### src/rtl/tpu_pkg.sv
// Shared definitions for the TPU job arbiter: FSM state encoding, the
// activation/weight lane width, and the helper that locates a requester's
// slice inside a flattened per-requester bus.
package tpu_pkg;

  typedef enum logic [1:0] {
    IDLE    = 2'd0,
    START   = 2'd1,
    RUN     = 2'd2,
    RELEASE = 2'd3
  } arb_state_e;

  // Bits per activation/weight element.
  localparam int ACT_W = 8;

  // Lowest bit of requester idx's N-element vector in a flattened bus.
  function automatic int slice_lo(input int idx, input int n);
    return idx * n * ACT_W;
  endfunction

endpackage

### src/rtl/tpu_job_arbiter_rr_pick.sv
// rr_pick: combinational rotating priority encoder. The search starts at
// ptr_i and wraps modulo R. The first set request bit wins and is returned
// both one-hot and as an index.
module rr_pick #(
  parameter int R     = 4,
  parameter int IDX_W = 2
) (
  input  logic [R-1:0]     req_i,
  input  logic [IDX_W-1:0] ptr_i,
  output logic [R-1:0]     win_o,
  output logic [IDX_W-1:0] idx_o,
  output logic             valid_o
);

  localparam int PW = IDX_W + 1;

  logic [PW-1:0] pos;

  // Walk R positions from the pointer and keep the first requester found.
  always_comb begin
    win_o   = '0;
    idx_o   = '0;
    valid_o = 1'b0;
    pos     = '0;
    for (int k = 0; k < R; k++) begin
      pos = {1'b0, ptr_i} + PW'(k);
      if (pos >= PW'(R)) pos = pos - PW'(R);
      if (!valid_o && req_i[pos[IDX_W-1:0]]) begin
        valid_o                = 1'b1;
        idx_o                  = pos[IDX_W-1:0];
        win_o[pos[IDX_W-1:0]] = 1'b1;
      end
    end
  end

endmodule

### src/rtl/tpu_job_arbiter.sv
// tpu_job_arbiter: shares one tpu_top between R requesters. Each grant
// covers exactly one job: IDLE -> START (tpu_start pulse) -> RUN (wait for
// tpu_done) -> RELEASE (job_done pulse). Ownership rotates round-robin.
// While a requester owns the TPU, its act/weight slices are muxed onto the
// array inputs, and tpu_output_valid is routed back to it.
// Optional build macro TPU_ARB_WATCHDOG_EN adds a RUN-state watchdog.
// When the watchdog fires, it aborts the job with a job_err/tpu_srst pulse.
module tpu_job_arbiter
  import tpu_pkg::*;
#(
  parameter int N       = 8,
  parameter int R       = 4,
  parameter int TIMEOUT = 4096
) (
  input  logic                   clk,
  input  logic                   rst,
  input  logic [R-1:0]           req,
  input  logic [R*N*ACT_W-1:0]   act_in,
  input  logic [R*N*ACT_W-1:0]   weight_in,
  output logic [R-1:0]           grant,
  output logic [R-1:0]           job_done,
  output logic [R-1:0]           res_valid,
  output logic                   busy,
  output logic                   tpu_start,
  input  logic                   tpu_done,
  input  logic                   tpu_output_valid,
  output logic [N*ACT_W-1:0]     act_data,
  output logic [N*ACT_W-1:0]     weight_data,
  output logic [R-1:0]           job_err,
  output logic                   tpu_srst
);

  localparam int IDX_W = $clog2(R);
  localparam int VW    = N * ACT_W;
  localparam logic [IDX_W-1:0] LAST_IDX = IDX_W'(R - 1);

  arb_state_e       state_q, state_d;
  logic [IDX_W-1:0] owner_q, owner_d;
  logic [IDX_W-1:0] rr_ptr_q, rr_ptr_d;
  logic [R-1:0]     grant_q, grant_d;
  logic [IDX_W-1:0] ptr_after_owner;

  logic [R-1:0]     win;
  logic [IDX_W-1:0] win_idx;
  logic             win_vld;
  logic             expire;

  rr_pick #(
    .R     (R),
    .IDX_W (IDX_W)
  ) u_pick (
    .req_i   (req),
    .ptr_i   (rr_ptr_q),
    .win_o   (win),
    .idx_o   (win_idx),
    .valid_o (win_vld)
  );

  // The rotation restarts just past the requester that held the TPU last.
  assign ptr_after_owner = (owner_q == LAST_IDX) ? '0 : owner_q + 1'b1;

`ifdef TPU_ARB_WATCHDOG_EN
  localparam int WD_W = $clog2(TIMEOUT) + 1;

  logic [WD_W-1:0] wd_q, wd_d;
  logic [R-1:0]    err_q, err_d;
  logic            srst_q, srst_d;

  // Expiry is only a candidate. If tpu_done arrives in the same cycle,
  // the job completes normally.
  assign expire = (state_q == RUN) && (wd_q == WD_W'(TIMEOUT - 1));

  // Watchdog next-state: clear on START, count every RUN cycle, and arm
  // the abort pulses.
  always_comb begin
    wd_d = wd_q;
    if (state_q == START)    wd_d = '0;
    else if (state_q == RUN) wd_d = wd_q + 1'b1;
    err_d  = (expire && !tpu_done) ? grant_q : '0;
    srst_d = expire && !tpu_done;
  end

  // Watchdog counter and one-cycle abort pulse registers.
  always_ff @(posedge clk) begin
    if (rst) begin
      wd_q   <= '0;
      err_q  <= '0;
      srst_q <= 1'b0;
    end else begin
      wd_q   <= wd_d;
      err_q  <= err_d;
      srst_q <= srst_d;
    end
  end

  assign job_err  = err_q;
  assign tpu_srst = srst_q;
`else
  assign expire   = 1'b0;
  assign job_err  = '0;
  assign tpu_srst = 1'b0;
`endif

  // FSM state register.
  always_ff @(posedge clk) begin
    if (rst) state_q <= IDLE;
    else     state_q <= state_d;
  end

  // Next-state logic, including the ownership/rotation registers' next values.
  always_comb begin
    state_d  = state_q;
    owner_d  = owner_q;
    grant_d  = grant_q;
    rr_ptr_d = rr_ptr_q;
    case (state_q)
      IDLE: begin
        if (win_vld) begin
          owner_d = win_idx;
          grant_d = win;
          state_d = START;
        end
      end
      START: state_d = RUN;
      RUN: begin
        if (tpu_done) begin
          state_d = RELEASE;
        end else if (expire) begin
          state_d  = IDLE;
          grant_d  = '0;
          rr_ptr_d = ptr_after_owner;
        end
      end
      RELEASE: begin
        state_d  = IDLE;
        grant_d  = '0;
        rr_ptr_d = ptr_after_owner;
      end
      default: state_d = IDLE;
    endcase
  end

  // Ownership, grant and round-robin pointer registers.
  always_ff @(posedge clk) begin
    if (rst) begin
      owner_q  <= '0;
      grant_q  <= '0;
      rr_ptr_q <= '0;
    end else begin
      owner_q  <= owner_d;
      grant_q  <= grant_d;
      rr_ptr_q <= rr_ptr_d;
    end
  end

  // Outputs decoded from the state and owner. The data mux follows the
  // owner combinationally, so it adds no latency.
  always_comb begin
    tpu_start   = (state_q == START);
    busy        = (state_q != IDLE);
    job_done    = (state_q == RELEASE) ? grant_q : '0;
    res_valid   = tpu_output_valid ? grant_q : '0;
    act_data    = '0;
    weight_data = '0;
    if (|grant_q) begin
      act_data    = act_in[slice_lo(int'(owner_q), N) +: VW];
      weight_data = weight_in[slice_lo(int'(owner_q), N) +: VW];
    end
  end

  assign grant = grant_q;

endmodule

### config.mk
export PLATFORM = sky130hd
export DESIGN_NAME = tpu_job_arbiter
export DESIGN_NICKNAME = d
export VERILOG_FILES = /design/src/rtl/tpu_pkg.sv /design/src/rtl/tpu_job_arbiter_rr_pick.sv /design/src/rtl/tpu_job_arbiter.sv
export SDC_FILE = /design/constraint.sdc
export NUM_CORES = 1
export LEC_CHECK = 0
export BUFFER_PORTS_ARGS = -buffer_cell sky130_fd_sc_hd__buf_4
export CAP_MARGIN = 20
export CORE_AREA = 5 5 257 259
export DETAILED_ROUTE_END_ITERATION = 12
export DIE_AREA = 0 0 262 264
export PLACE_DENSITY = 0.3
export SLEW_MARGIN = 20
export SYNTH_ARGS = -nofsm -noshare
export SYNTH_HDL_FRONTEND = slang
export SYNTH_SLANG_ARGS = --single-unit
### constraint.sdc
create_clock -name clk -period 2.8 [get_ports clk]
set_input_delay 0.14 -clock clk [delete_from_list [all_inputs] [get_ports clk]]
set_output_delay 0.14 -clock clk [all_outputs]
set_load 0.05 [all_outputs]
# After elaboration in Yosys (flattened, before gate mapping)
# Index checks and enable logic that the tools add are counted.
[word_totals]
reg_bits = 10
input_bits = 520
[op_classes]
add_sub_neg = 8
order_cmp = 12
eq_ne = 6
shift = 2
muxes = 42
n_bitwise = 3
reduce_logical = 17
[ops]
columns = ["operator", "count"]
rows = [
  ["indexed part select 256 x 9 -> 64 bit", 2],
  ["2-to-1 mux 64 bit", 2],
  ["2-to-1 mux 4 bit", 7],
  ["2-to-1 mux 2 bit", 11],
  ["< comparator 2 x 3 -> 1 bit (second input constant)", 4],
  ["2-to-1 mux 1 bit", 12],
  ["bitwise OR 4 bit", 3],
  ["greater-or-equal comparator 3 bit (second input constant)", 3],
  ["binary-select mux 1 bit (select 2 bit)", 4],
  ["demux 1 bit (select 2 bit)", 4],
  ["greater-or-equal comparator 2 x 1 -> 1 bit (second input constant)", 4],
  ["case mux 2 bit (4 select lines)", 1],
  ["case mux 4 bit (2 select lines)", 1],
  ["subtractor 2 x 1 -> 2 bit (second input constant)", 4],
  ["logical AND 1 bit", 7],
  ["adder 2 x 2 -> 3 bit (second input constant)", 2],
  ["equality test 2 bit (second input constant)", 3],
  ["AND reduction 2 bit", 3],
  ["nonzero test 2 bit", 2],
  ["OR reduction 4 bit", 1],
  ["adder 2 x 1 -> 3 bit (second input constant)", 1],
  ["greater-or-equal comparator 2 x 3 -> 1 bit (second input constant)", 1],
  ["logical NOT 1 bit", 3],
  ["adder 2 x 1 -> 2 bit (second input constant)", 1],
  ["4 further kinds", 4],
]

# Logic depth before layout (Yosys ltp)
# Gate-level depths: netlist (run 1).
[logic_depth]
word_depth = 16
mapped_depth = 10
mapped_depth_nobuf = 7

# Hierarchy
# From an unflattened synthesis (run 1), not the netlist that was laid out.
[unflattened]
cells_unflattened = 411
area_unflattened_um2 = 4949.7
[by_module_without_submodules]
columns = ["mod", "instances", "cells_each", "area_each_um2", "seq_area_each_um2"]
rows = [
  ["tpu_job_arbiter", 1, 366, 4528.1, 200.2],
  ["rr_pick", 1, 45, 421.7, 0.0],
]

# Worst setup path before layout (run 1)
# OpenSTA, ideal clock, no wires.
[synth_timing]
path_kind = "register to register"
startpoint = "register rr_ptr_q[0]"
endpoint = "register owner_q[1]"
setup_time_ps = 69
arrival_ps = 2337
setup_slack_ps = 394
stages_incl_launch_ff = 11
n_path_buf = 3
path_cell_list = "dfxtp_1 > buf_6 > inv_1 > ha_1 > buf_6 > mux4_2 > buf_6 > nand2b_4 > o21a_1 > or4b_1 > o21ai_1"
[synth_between]
elab_chain_len = 15
[synth_lines]
columns = ["item", "line", "rtl"]
rows = [
  ["start: declaration", "tpu_job_arbiter.sv:39", "logic [IDX_W-1:0] rr_ptr_q, rr_ptr_d;"],
  ["start signal: assignment", "tpu_job_arbiter.sv:152", "rr_ptr_q <= rr_ptr_d;"],
  ["branches (longest 15 deep; another with adder 2 x 1 -> 3 bit)", "-", ""],
  ["end signal: assignment", "tpu_job_arbiter.sv:150", "owner_q <= owner_d;"],
  ["end: declaration", "tpu_job_arbiter.sv:38", "logic [IDX_W-1:0] owner_q, owner_d;"],
]
# Parallel ways; which one is timed is not known. The select of a mux whose other input is x is not followed.
# A chain may end at the register's enable or synchronous reset.

# Final worst setup path (run 1)
[layout_timing]
startpoint = "register owner_q[0]"
endpoint = "output port act_data[22]"
[layout_between]
elab_chain_len = 2
[layout_lines]
columns = ["item", "line", "rtl"]
rows = [
  ["indexed part select 256 x 9 -> 64 bit", "tpu_job_arbiter.sv:166", "act_data = act_in[slice_lo(int'(owner_q), N) +: VW];"],
  ["2-to-1 mux 64 bit", "tpu_job_arbiter.sv:165", "if (|grant_q) begin"],
  ["end: declaration", "tpu_job_arbiter.sv:27", "output logic [N*ACT_W-1:0] act_data,"],
]
# No other way between the ends.

==> results of run 1 <==
## per-layer routing
metal / vias up / part of all wire (%)
met5: - / 0.34
met2: 494 / 47
met3: 57 / 13
li1: 3004 / -
met1: 3379 / 39
met4: 26 / 1.4
## kinds of logic after synthesis
family,Yosys count
simple gates,183
buf+inv,66
other cells,1
fa+ha+maj,14
mux,136
compound gates,28
flops,10
## cells in the mapped netlist, drive strengths merged, types with 2 or more instances
| library cell | instances |
|---|---|
| a211oi | 2 |
| a21oi | 6 |
| a221o | 4 |
| a221oi | 2 |
| and2 | 8 |
| buf | 31 |
| clkbuf | 28 |
| dfxtp | 10 |
| ha | 14 |
| inv | 7 |
| mux2i | 6 |
| mux4 | 130 |
| nand2 | 12 |
| nand2b | 3 |
| nor2 | 14 |
| nor2b | 130 |
| nor3 | 4 |
| nor3b | 3 |
| nor4 | 2 |
| o211a | 4 |
| o21ai | 2 |
## layout make-up
class                      instances  area, um2
sequential                        10        208
timing repair buffer             685       5270
inverter                           7       26.3
multi-input combinational        366       4500
tap                              855       1070
clock buffer                       4       88.8
fill                            7210      52500
antenna                            8       20.0
## worst paths after layout
check	end	slack [ns]
setup / recovery	act_data[22]	0.51
hold / removal	state_q[0]$_SDFFE_PP0P_	0.15
setup reg to reg	owner_q[1]$_SDFFE_PP0P_	0.54
hold reg to reg	state_q[0]$_SDFFE_PP0P_	0.54
## layout by cell type (no fill, tap or decap), types with 2 or more instances in the layout
| cell type | instances |
|---|---|
| buf_4 | 675 |
| mux4_2 | 130 |
| nor2b_1 | 130 |
| nor2_1 | 14 |
| ha_1 | 14 |
| nand2_1 | 12 |
| buf_12 | 10 |
| diode_2 | 8 |
| and2_1 | 8 |
| dfxtp_1 | 8 |
| inv_1 | 7 |
| a21oi_1 | 6 |
| mux2i_1 | 6 |
| conb_1 | 5 |
| o211a_1 | 4 |
| nor3_1 | 4 |
| a221o_1 | 4 |
| nor3b_1 | 3 |
| clkbuf_16 | 3 |
| a211oi_1 | 2 |
| nand2b_1 | 2 |
| a221oi_1 | 2 |
| dfxtp_4 | 2 |
## power groups by stage
| stage | Clock [mW] | Combinational, mW | Sequential, mW |
|---|---|---|---|
| after global placement | 0 | 12.6 | 0.318 |
| after floorplan | 0 | 8.22 | 0.313 |
| after CTS | 0.294 | 12.5 | 0.318 |
| final | 0.286 | 12.3 | 0.307 |
| after global routing | 0.304 | 12.9 | 0.327 |
| after detailed placement | 0 | 12.5 | 0.321 |
## stage by stage
stage / hold slack, ns / worst slack [ns] / power, mW / std cells / cell area, um2
5_1_grt: 0.172 / 0.388 / 13.5 / 1930 / 11200
6_report: 0.152 / 0.510 / 12.9 / 1935 / 11200
4_1_cts: 0.152 / 0.461 / 13.1 / 1927 / 11200
3_5_place_dp: 0.405 / 0.573 / 12.8 / 1923 / 11100
3_3_place_gp: 0.410 / 0.546 / 12.9 / 1923 / 11100
2_1_floorplan: 0.351 / 0.394 / 8.53 / 442 / 5040
## sequential cells by signal, summed over array words and instances, names as in the netlist
name	flops
grant	4
owner_q	2
rr_ptr_q	2
state_q	2
## critical path, cell delays in order, from the launching register on
cell,delay (ns)
dfxtp_4,0.49
buf_12,0.23
buf_12,0.18
mux4_2,0.57
nor2b_1,0.17
buf_4,0.21
==> flow_summary.yaml, run 1 <==
grt:
  grt_pass1_vias: 7353
  grt_pass1_wl_mm: 65.1
  grt.met1_usage_pct: 16.8
  use_met3_pct: 5.83
  top_usage_layer: "met2"
  antenna_found_initial: 46
  globalRouteOverflowTotal: 0
  grt_start_max_net_pins: 89
  grt_util_met2_pct: 22.6
  grt_usage_pct: 13.6
critical_path:
  worst-path-max-fanout: 16
  cp.required_ns: 2.66
  rr_worst_depth: 7
  worstReg2RegStart: "rr_ptr_q[1]$_SDFFE_PP0P_"
  cp-start-kind: "flop"
  end_kind: "output pin"
  timing_worst_setup_path_type: "flop to output pin"
  critPathArrivalTime_ns: 2.15
  crit_start: "owner_q[0]$_SDFFE_PP0P_"
yosys:
  yosysTopAreaCell: "mux4_2"
  yosys_warnings: 0
  synth_fa_ha_area_share_pct: 3.48
  ys_seq_area_share_pct: 3.98
  synth_cells: 438
  synth-compound-area-share_pct: 4.33
  synth-seq-cells: 10
  synth-edff-count: 0
  synth_area_leaders: "mux4_2, nor2b_1, dfxtp_1"
  async_reset_ff_share_pct: 0
  synthFlopType: "dfxtp_1"
  yosys.area_share.simple_pct: 21.8
  synth-xor-area-share_pct: 0
  yosysTopAreaCellShare_pct: 58.2
  syn_avg_cell_area_um2: 11.5
  synth.cell_area_um2: 5030
  synth_top_family_by_area: "multiplexers"
  netlist-cell-type-count: 43
  synthMuxAreaShare_pct: 59.4
clock_network:
  clk_pin_slew_ns: 0.04
  hold_buffers: 0
  clkLatencyLatePin_ns: 0.24
  cts_sinks: 10
  cts_root_buf: "clkbuf_16"
  cts_buffers: 3
  clockBufferDepth: 2
  cts_resized: 0
  htree_levels: 1
  cts_setup_buffers: 0
  cts_tree: "yes"
timing:
  fin_setup_tns_ns: 0
  rsz0062_at_grt: "no"
  skew_ns: 0.00133
  finalMaxSlewViolations: 0
  timing.final.crit_share_pct: 81.8
  post-route-min-period_ns: 2.29
  finalSetupViolCount: 0
  fmax_mhz: 437
  maxSlewHeadroom_pct: 62.6
  final_hold_viol_count: 0
  worst_pin_slew_ns: 0.557
drt:
  vias: 6960
  routed_wl_mm: 51.4
  post_drt_wl_per_cell_um: 26.5
  antenna_left: 0
  route.detailed.drc: 0
  vias_per_cell: 3.60
  dr.pass1.iters: 5
  drt_iter0_drc: 416
floorplan:
  fp.dieW_um: 262
  die_y_um: 264
  rows: 93
  design.die.area_um2: 69200
  io_pins: 667
  core_area_um2: 63600
  start_util_pct: 7.90
hold_path:
  min_path_type: "primary input to flop"
  hold_depth: 2
  holdCritStartpoint: "rst"
pwr:
  seqPwrFrac_pct: 2.4
  combPwrFrac_pct: 95.4
  clkPwrFrac_pct: 2.2
  power.internal_mw: 4.81
  p_leak_nw: 4.85
  power_density_nw_per_um2: 1150
  p_sw_mw: 8.07
  vdd_ir_drop_max_v: 0.000517
  sw_frac_of_total_pct: 62.6
run_status:
  outcome: "completed"
placement:
  place.gp.congestion: 0.856
  numPortBuffers: 661
  place.detailed.hpwl_mm: 46.5
job:
  max_cap_violations: 0
finish:
  finalNetCount: 1607
  syn_to_final_growth_pct: 122
  post-route-util_pct: 17.6
  drive_gt1_share_pct: 77.0
Power figures use the tool's default switching activity.
==> inputs of run 2 (changes only) <==
--- a/config.mk
+++ b/config.mk
@@ -5,11 +5,12 @@
 export SDC_FILE = /design/constraint.sdc
 export NUM_CORES = 1
 export LEC_CHECK = 0
+export ABC_AREA = 1
 export BUFFER_PORTS_ARGS = -buffer_cell sky130_fd_sc_hd__buf_4
 export CAP_MARGIN = 20
-export CORE_AREA = 5 5 257 259
+export CORE_AREA = 5 5 255 257
 export DETAILED_ROUTE_END_ITERATION = 12
-export DIE_AREA = 0 0 262 264
+export DIE_AREA = 0 0 260 262
 export PLACE_DENSITY = 0.3
 export SLEW_MARGIN = 20
 export SYNTH_ARGS = -nofsm -noshare
==> constraint.sdc (replaced) <==
create_clock -name clk -period 2.28 [get_ports clk]
set_input_delay 0.114 -clock clk [delete_from_list [all_inputs] [get_ports clk]]
set_output_delay 0.114 -clock clk [all_outputs]
set_load 0.05 [all_outputs]
==> flow_summary.yaml, run 2 <==
yosys:
  synthFlopType: "dfxtp_1"
  yosysTopAreaCell: "nor2_1"
  synth_cells: 1156
  yosysMostFrequentCell: "nor2_1"
  ys_seq_area_share_pct: 3.72
  yosys_warnings: 0
  yosysTopAreaCellShare_pct: 36.3
  syn_avg_cell_area_um2: 4.66
  synth.cell_area_um2: 5390
  synth-seq-cells: 10
  netlist-cell-type-count: 30
  synth_area_leaders: "nor2_1, o21ai_0, a21oi_1"
  synth_common_cells: "nor2_1, o21ai_0, a21oi_1"
  async_reset_ff_share_pct: 0
  synth-edff-count: 0
job:
  max_cap_violations: 0
critical_path:
  end_kind: "output pin"
  cp.required_ns: 2.17
  cp-start-kind: "flop"
  critPathArrivalTime_ns: 2.11
  worst-path-max-fanout: 48
  timing_worst_setup_path_type: "flop to output pin"
drt:
  wl_met2_mm: 26.1
  top_layer: "met4"
  antenna_left: 0
  vias: 9995
  vias_per_cell: 3.83
  post_drt_wl_per_cell_um: 19.1
  dr.pass1.iters: 4
  drt_iter0_drc: 527
  drt-met1-wl_mm: 19.1
  routed_wl_mm: 49.9
  route.detailed.drc: 0
  route.met3.wl_mm: 3.92
finish:
  finalNetCount: 2299
  final_cell_area_um2: 11600
  drive_gt1_share_pct: 41.7
  syn_to_final_growth_pct: 116
  largest_register_ffs: 4
  final_cell_mix: "buf_4, nor2_1, o21ai_0, a21oi_1, nand2_1"
  mostFrequentLayoutCell: "buf_4"
clock_network:
  cts_buffers: 3
  cts_tree: "yes"
  clk_pin_slew_ns: 0.05
  hold_buffers: 0
  clockBufferDepth: 2
  cts_root_buf: "clkbuf_16"
  clkLatencyLatePin_ns: 0.24
  htree_levels: 1
  cts_sinks: 10
timing:
  final_hold_viol_count: 0
  finalSetupViolCount: 0
  rsz0062_at_grt: "no"
  post-route-min-period_ns: 2.22
  timing.final.crit_share_pct: 97.5
  skew_ns: 0.00377
  fin_setup_tns_ns: 0
  fmax_mhz: 450
  finalMaxSlewViolations: 0
hold_path:
  min_path_type: "primary input to flop"
pwr:
  p_leak_nw: 5.65
  vdd_ir_drop_max_v: 0.000681
  power_density_nw_per_um2: 1560
run_status:
  outcome: "completed"
floorplan:
  die_y_um: 262
  fp.dieW_um: 260
  core_area_um2: 62500
  io_pins: 667
  design.die.area_um2: 68100
  start_util_pct: 8.62
  rows: 92
grt:
  grt_pass1_wl_mm: 68.5
  grt_start_max_net_pins: 73
  globalRouteOverflowTotal: 0
  antenna_found_initial: 4
  grt_usage_pct: 13.1
  grt_pass1_vias: 10300
placement:
  numPortBuffers: 661
  place.gp.congestion: 0.850
  place.detailed.hpwl_mm: 41.3
  placed_area_um2: 11500
[run 2: cell types whose count changed in the layout (fill, tap and decap cells not counted), sizes merged, moves of 6 or more]
cell   previous run  this run
and2              8         0
o21ai             2       259
inv               7        23
nor2             14       524
nor2b           130         0
nand3             0        23
buf             685       706
a21oi             6       141
nand2            12        42
mux2i             6         0
mux4            130         0
[run 2: cell families after synthesis]
family	share of synthesized area (%)
adder cells (fa/ha/maj)	3.25
flip-flops	3.72
AND/OR/NAND/NOR	44.4
buffers and inverters	10.5
other	0.0696
AO/OA/AOI/OAI	38.1
[run 2: worst paths after layout]
kind	from	slack, ns	cells after the start	endpoint
setup / recovery	owner_q[0]$_SDFFE_PP0P_	0.06	7	act_data[43]
hold / removal	rst	0.08	2	grant[1]$_SDFFE_PP0P_
setup reg to reg	rr_ptr_q[0]$_SDFFE_PP0P_	0.40	11	owner_q[0]$_SDFFE_PP0P_
hold reg to reg	grant[1]$_SDFFE_PP0P_	0.56	2	grant[1]$_SDFFE_PP0P_
[run 2: through the flow]
| step | hold WS (ns) | total power, mW | setup slack (ns) | util [%] | std cells |
|---|---|---|---|---|---|
| finish | 0.0788 | 18.2 | 0.0575 | 18.6 | 2613 |
| global route | 0.0775 | 19.5 | 0.00793 | 18.6 | 2612 |
| CTS | 0.0724 | 18.4 | 0.00833 | 18.5 | 2606 |
| detailed placement | 0.331 | 18.0 | 0.204 | 18.4 | 2602 |
| global placement | 0.330 | 18.1 | 0.274 | 18.4 | 2602 |
| floorplan | 0.183 | 11.4 | 0.196 | - | 1160 |
[run 2: worst max-delay path, cell delays in order (launching register included)]
cell and delay, ns:
dfxtp_4 0.38, buf_12 0.15, inv_8 0.15, buf_12 0.25, buf_4 0.23, o21ai_0 0.10
a21oi_1 0.29, buf_4 0.27
[run 2: where the power goes]
group          internal [mW]  total, mW  switching (mW)
clock network          0.232      0.334           0.102
logic                   5.30       17.5            12.2
registers              0.248      0.360           0.112
[run 2: timing repair]
item	4_1_cts	5_1_grt
gates resized for setup	3	0
setup endpoints to repair	3	10
buffers inserted	0	4
pin swaps	0	0
[run 2: metal layers]
layer  vias up  track usage, %
met5         -               0
met1      4499            15.2
met2       458            25.1
met4         0            2.17
met3        32            2.90
li1       5006               -
[run 2: cell type report]
type | instances | area, um2
clock buffer | 3 | 75.1
antenna | 3 | 7.51
inverter | 23 | 101
fill | 7381 | 50900
tap | 846 | 1060
clock inverter | 1 | 3.75
sequential | 10 | 208
multi-input combinational | 1021 | 4640
timing repair buffer | 706 | 5550
==> inputs of run 3 (changes only) <==
==> constraint.sdc (replaced) <==
create_clock -name clk -period 2.29 [get_ports clk]
set_input_delay 0.1145 -clock clk [delete_from_list [all_inputs] [get_ports clk]]
set_output_delay 0.1145 -clock clk [all_outputs]
set_load 0.05 [all_outputs]
==> flow_summary.yaml, run 3 (synthesis gave the netlist of run 2 again) <==
run_status:
  outcome: "completed"
clock_network:
  cts_tree: "yes"
  cts_buffers: 3
  clockBufferDepth: 2
  clkLatencyLatePin_ns: 0.25
  cts_sinks: 10
  clk_pin_slew_ns: 0.05
  hold_buffers: 0
  cts_root_buf: "clkbuf_16"
  htree_levels: 1
timing:
  fmax_mhz: 462
  rsz0062_at_grt: "no"
  worst_pin_slew_ns: 0.496
  maxSlewHeadroom_pct: 66.6
  fin_setup_tns_ns: 0
  finalMaxSlewViolations: 0
  post-route-min-period_ns: 2.17
  finalSetupViolCount: 0
  timing.final.crit_share_pct: 94.5
  skew_ns: 0.00266
  final_hold_viol_count: 0
critical_path:
  regToRegSetupSlack_ns: 0.44
  end_kind: "output pin"
  cp.required_ns: 2.18
  cp-start-kind: "flop"
  critPathArrivalTime_ns: 2.05
  timing_worst_setup_path_type: "flop to output pin"
  worst-path-max-fanout: 48
  rr_worst_depth: 11
  r2r_end: "owner_q[0]$_SDFFE_PP0P_"
  worstReg2RegStart: "rr_ptr_q[0]$_SDFFE_PP0P_"
pwr:
  power_density_nw_per_um2: 1550
  p_leak_nw: 5.62
  vdd_ir_drop_max_v: 0.000599
floorplan:
  start_util_pct: 8.62
  design.die.area_um2: 68100
  io_pins: 667
  die_y_um: 262
  core_area_um2: 62500
  rows: 92
  fp.dieW_um: 260
drt:
  antenna_left: 0
  vias: 9895
  vias_per_cell: 3.79
  routed_wl_mm: 50.0
  route.detailed.drc: 0
  dr.pass1.iters: 5
  post_drt_wl_per_cell_um: 19.2
  drt_iter0_drc: 538
grt:
  globalRouteOverflowTotal: 0
  grt_util_met2_pct: 24.9
  grt_pass1_wl_mm: 68.7
  antenna_found_initial: 6
  grt.met1_usage_pct: 14.9
  grt_pass1_vias: 10300
  top_usage_layer: "met2"
  grt_usage_pct: 13.2
  use_met3_pct: 3.49
  grt_start_max_net_pins: 71
hold_path:
  holdCritStartpoint: "rst"
  min_path_type: "primary input to flop"
  whs_endpoint: "grant[2]$_SDFFE_PP0P_"
  hold_depth: 2
finish:
  syn_to_final_growth_pct: 116
  final_cell_mix: "buf_4, nor2_1, o21ai_0, a21oi_1, nand2_1"
  fillers: 7360
  post-route-util_pct: 18.6
  drive_gt1_share_pct: 41.5
  finalNetCount: 2293
  seqCellArea_um2: 208
  largest_register_ffs: 4
  multi_input_area_um2: 4640
  mostFrequentLayoutCell: "buf_4"
placement:
  numPortBuffers: 661
  place.gp.congestion: 0.865
  place.detailed.hpwl_mm: 41.2
job:
  max_cap_violations: 0
run 3: changes by cell type in the layout (fill, tap and decap cells not counted), sizes merged:
cell and change:
buf -6, diode +2
run 3: layer usage:
| metal | part of all wire (%) | vias up |
|---|---|---|
| met2 | 52 | 448 |
| met1 | 38 | 4413 |
| li1 | - | 5000 |
| met5 | 0 | - |
| met4 | 1.7 | 0 |
| met3 | 8.1 | 34 |
run 3: critical path, stage by stage (launching register included):
cell and delay (ns):
dfxtp_4 0.41, inv_8 0.18, buf_12 0.25, buf_4 0.24, o21ai_0 0.19, a21oi_1 0.26, buf_4 0.24
run 3: stage by stage:
stage               std cells  power (mW)  area, um2  setup WS, ns  hold slack [ns]
floorplan                1160        11.4       5400         0.206            0.184
global placement         2598        18.0      11500         0.266            0.337
detailed placement       2598        18.0      11500         0.254            0.338
CTS                      2602        18.3      11600       0.00103           0.0828
global route             2607        19.4      11600        0.0241           0.0934
finish                   2609        18.0      11600         0.125           0.0769
run 3: what timing repair did:
| item | CTS | global route |
|---|---|---|
| endpoints found under the setup margin | 1 | 3 |
| buffers inserted | 0 | 2 |
| gates resized for setup | 1 | 1 |
run 3: layout make-up:
cell class / instances / share of cell area, %
Antenna cell: 5 / 0.108
Sequential cell: 10 / 1.79
Timing Repair Buffer: 700 / 47.4
Multi-Input combinational cell: 1021 / 40.0
Clock buffer: 3 / 0.647
Clock inverter: 1 / 0.0323
Inverter: 23 / 0.873
Tap cell: 846 / 9.12
run 3: how the worst max path moves through the flow:
stage                                  from              end  slack [ns]  depth (start not counted)
finish              owner_q[0]$_SDFFE_PP0P_   weight_data[5]        0.12                          6
global route        owner_q[0]$_SDFFE_PP0P_  weight_data[23]        0.02                          7
CTS                 owner_q[0]$_SDFFE_PP0P_   weight_data[5]       0.001                          6
detailed placement  owner_q[0]$_SDFFE_PP0P_  weight_data[21]        0.25                          5
global placement    owner_q[0]$_SDFFE_PP0P_   weight_data[5]        0.27                          6
floorplan             grant[0]$_SDFFE_PP0P_     act_data[43]        0.21                          4
run 3: power by group:
group | internal, mW | switching [mW] | total [mW]
Sequential | 0.247 | 0.134 | 0.381
Clock | 0.231 | 0.104 | 0.336
Combinational | 5.22 | 12.0 | 17.3
Total | 5.70 | 12.3 | 18.0
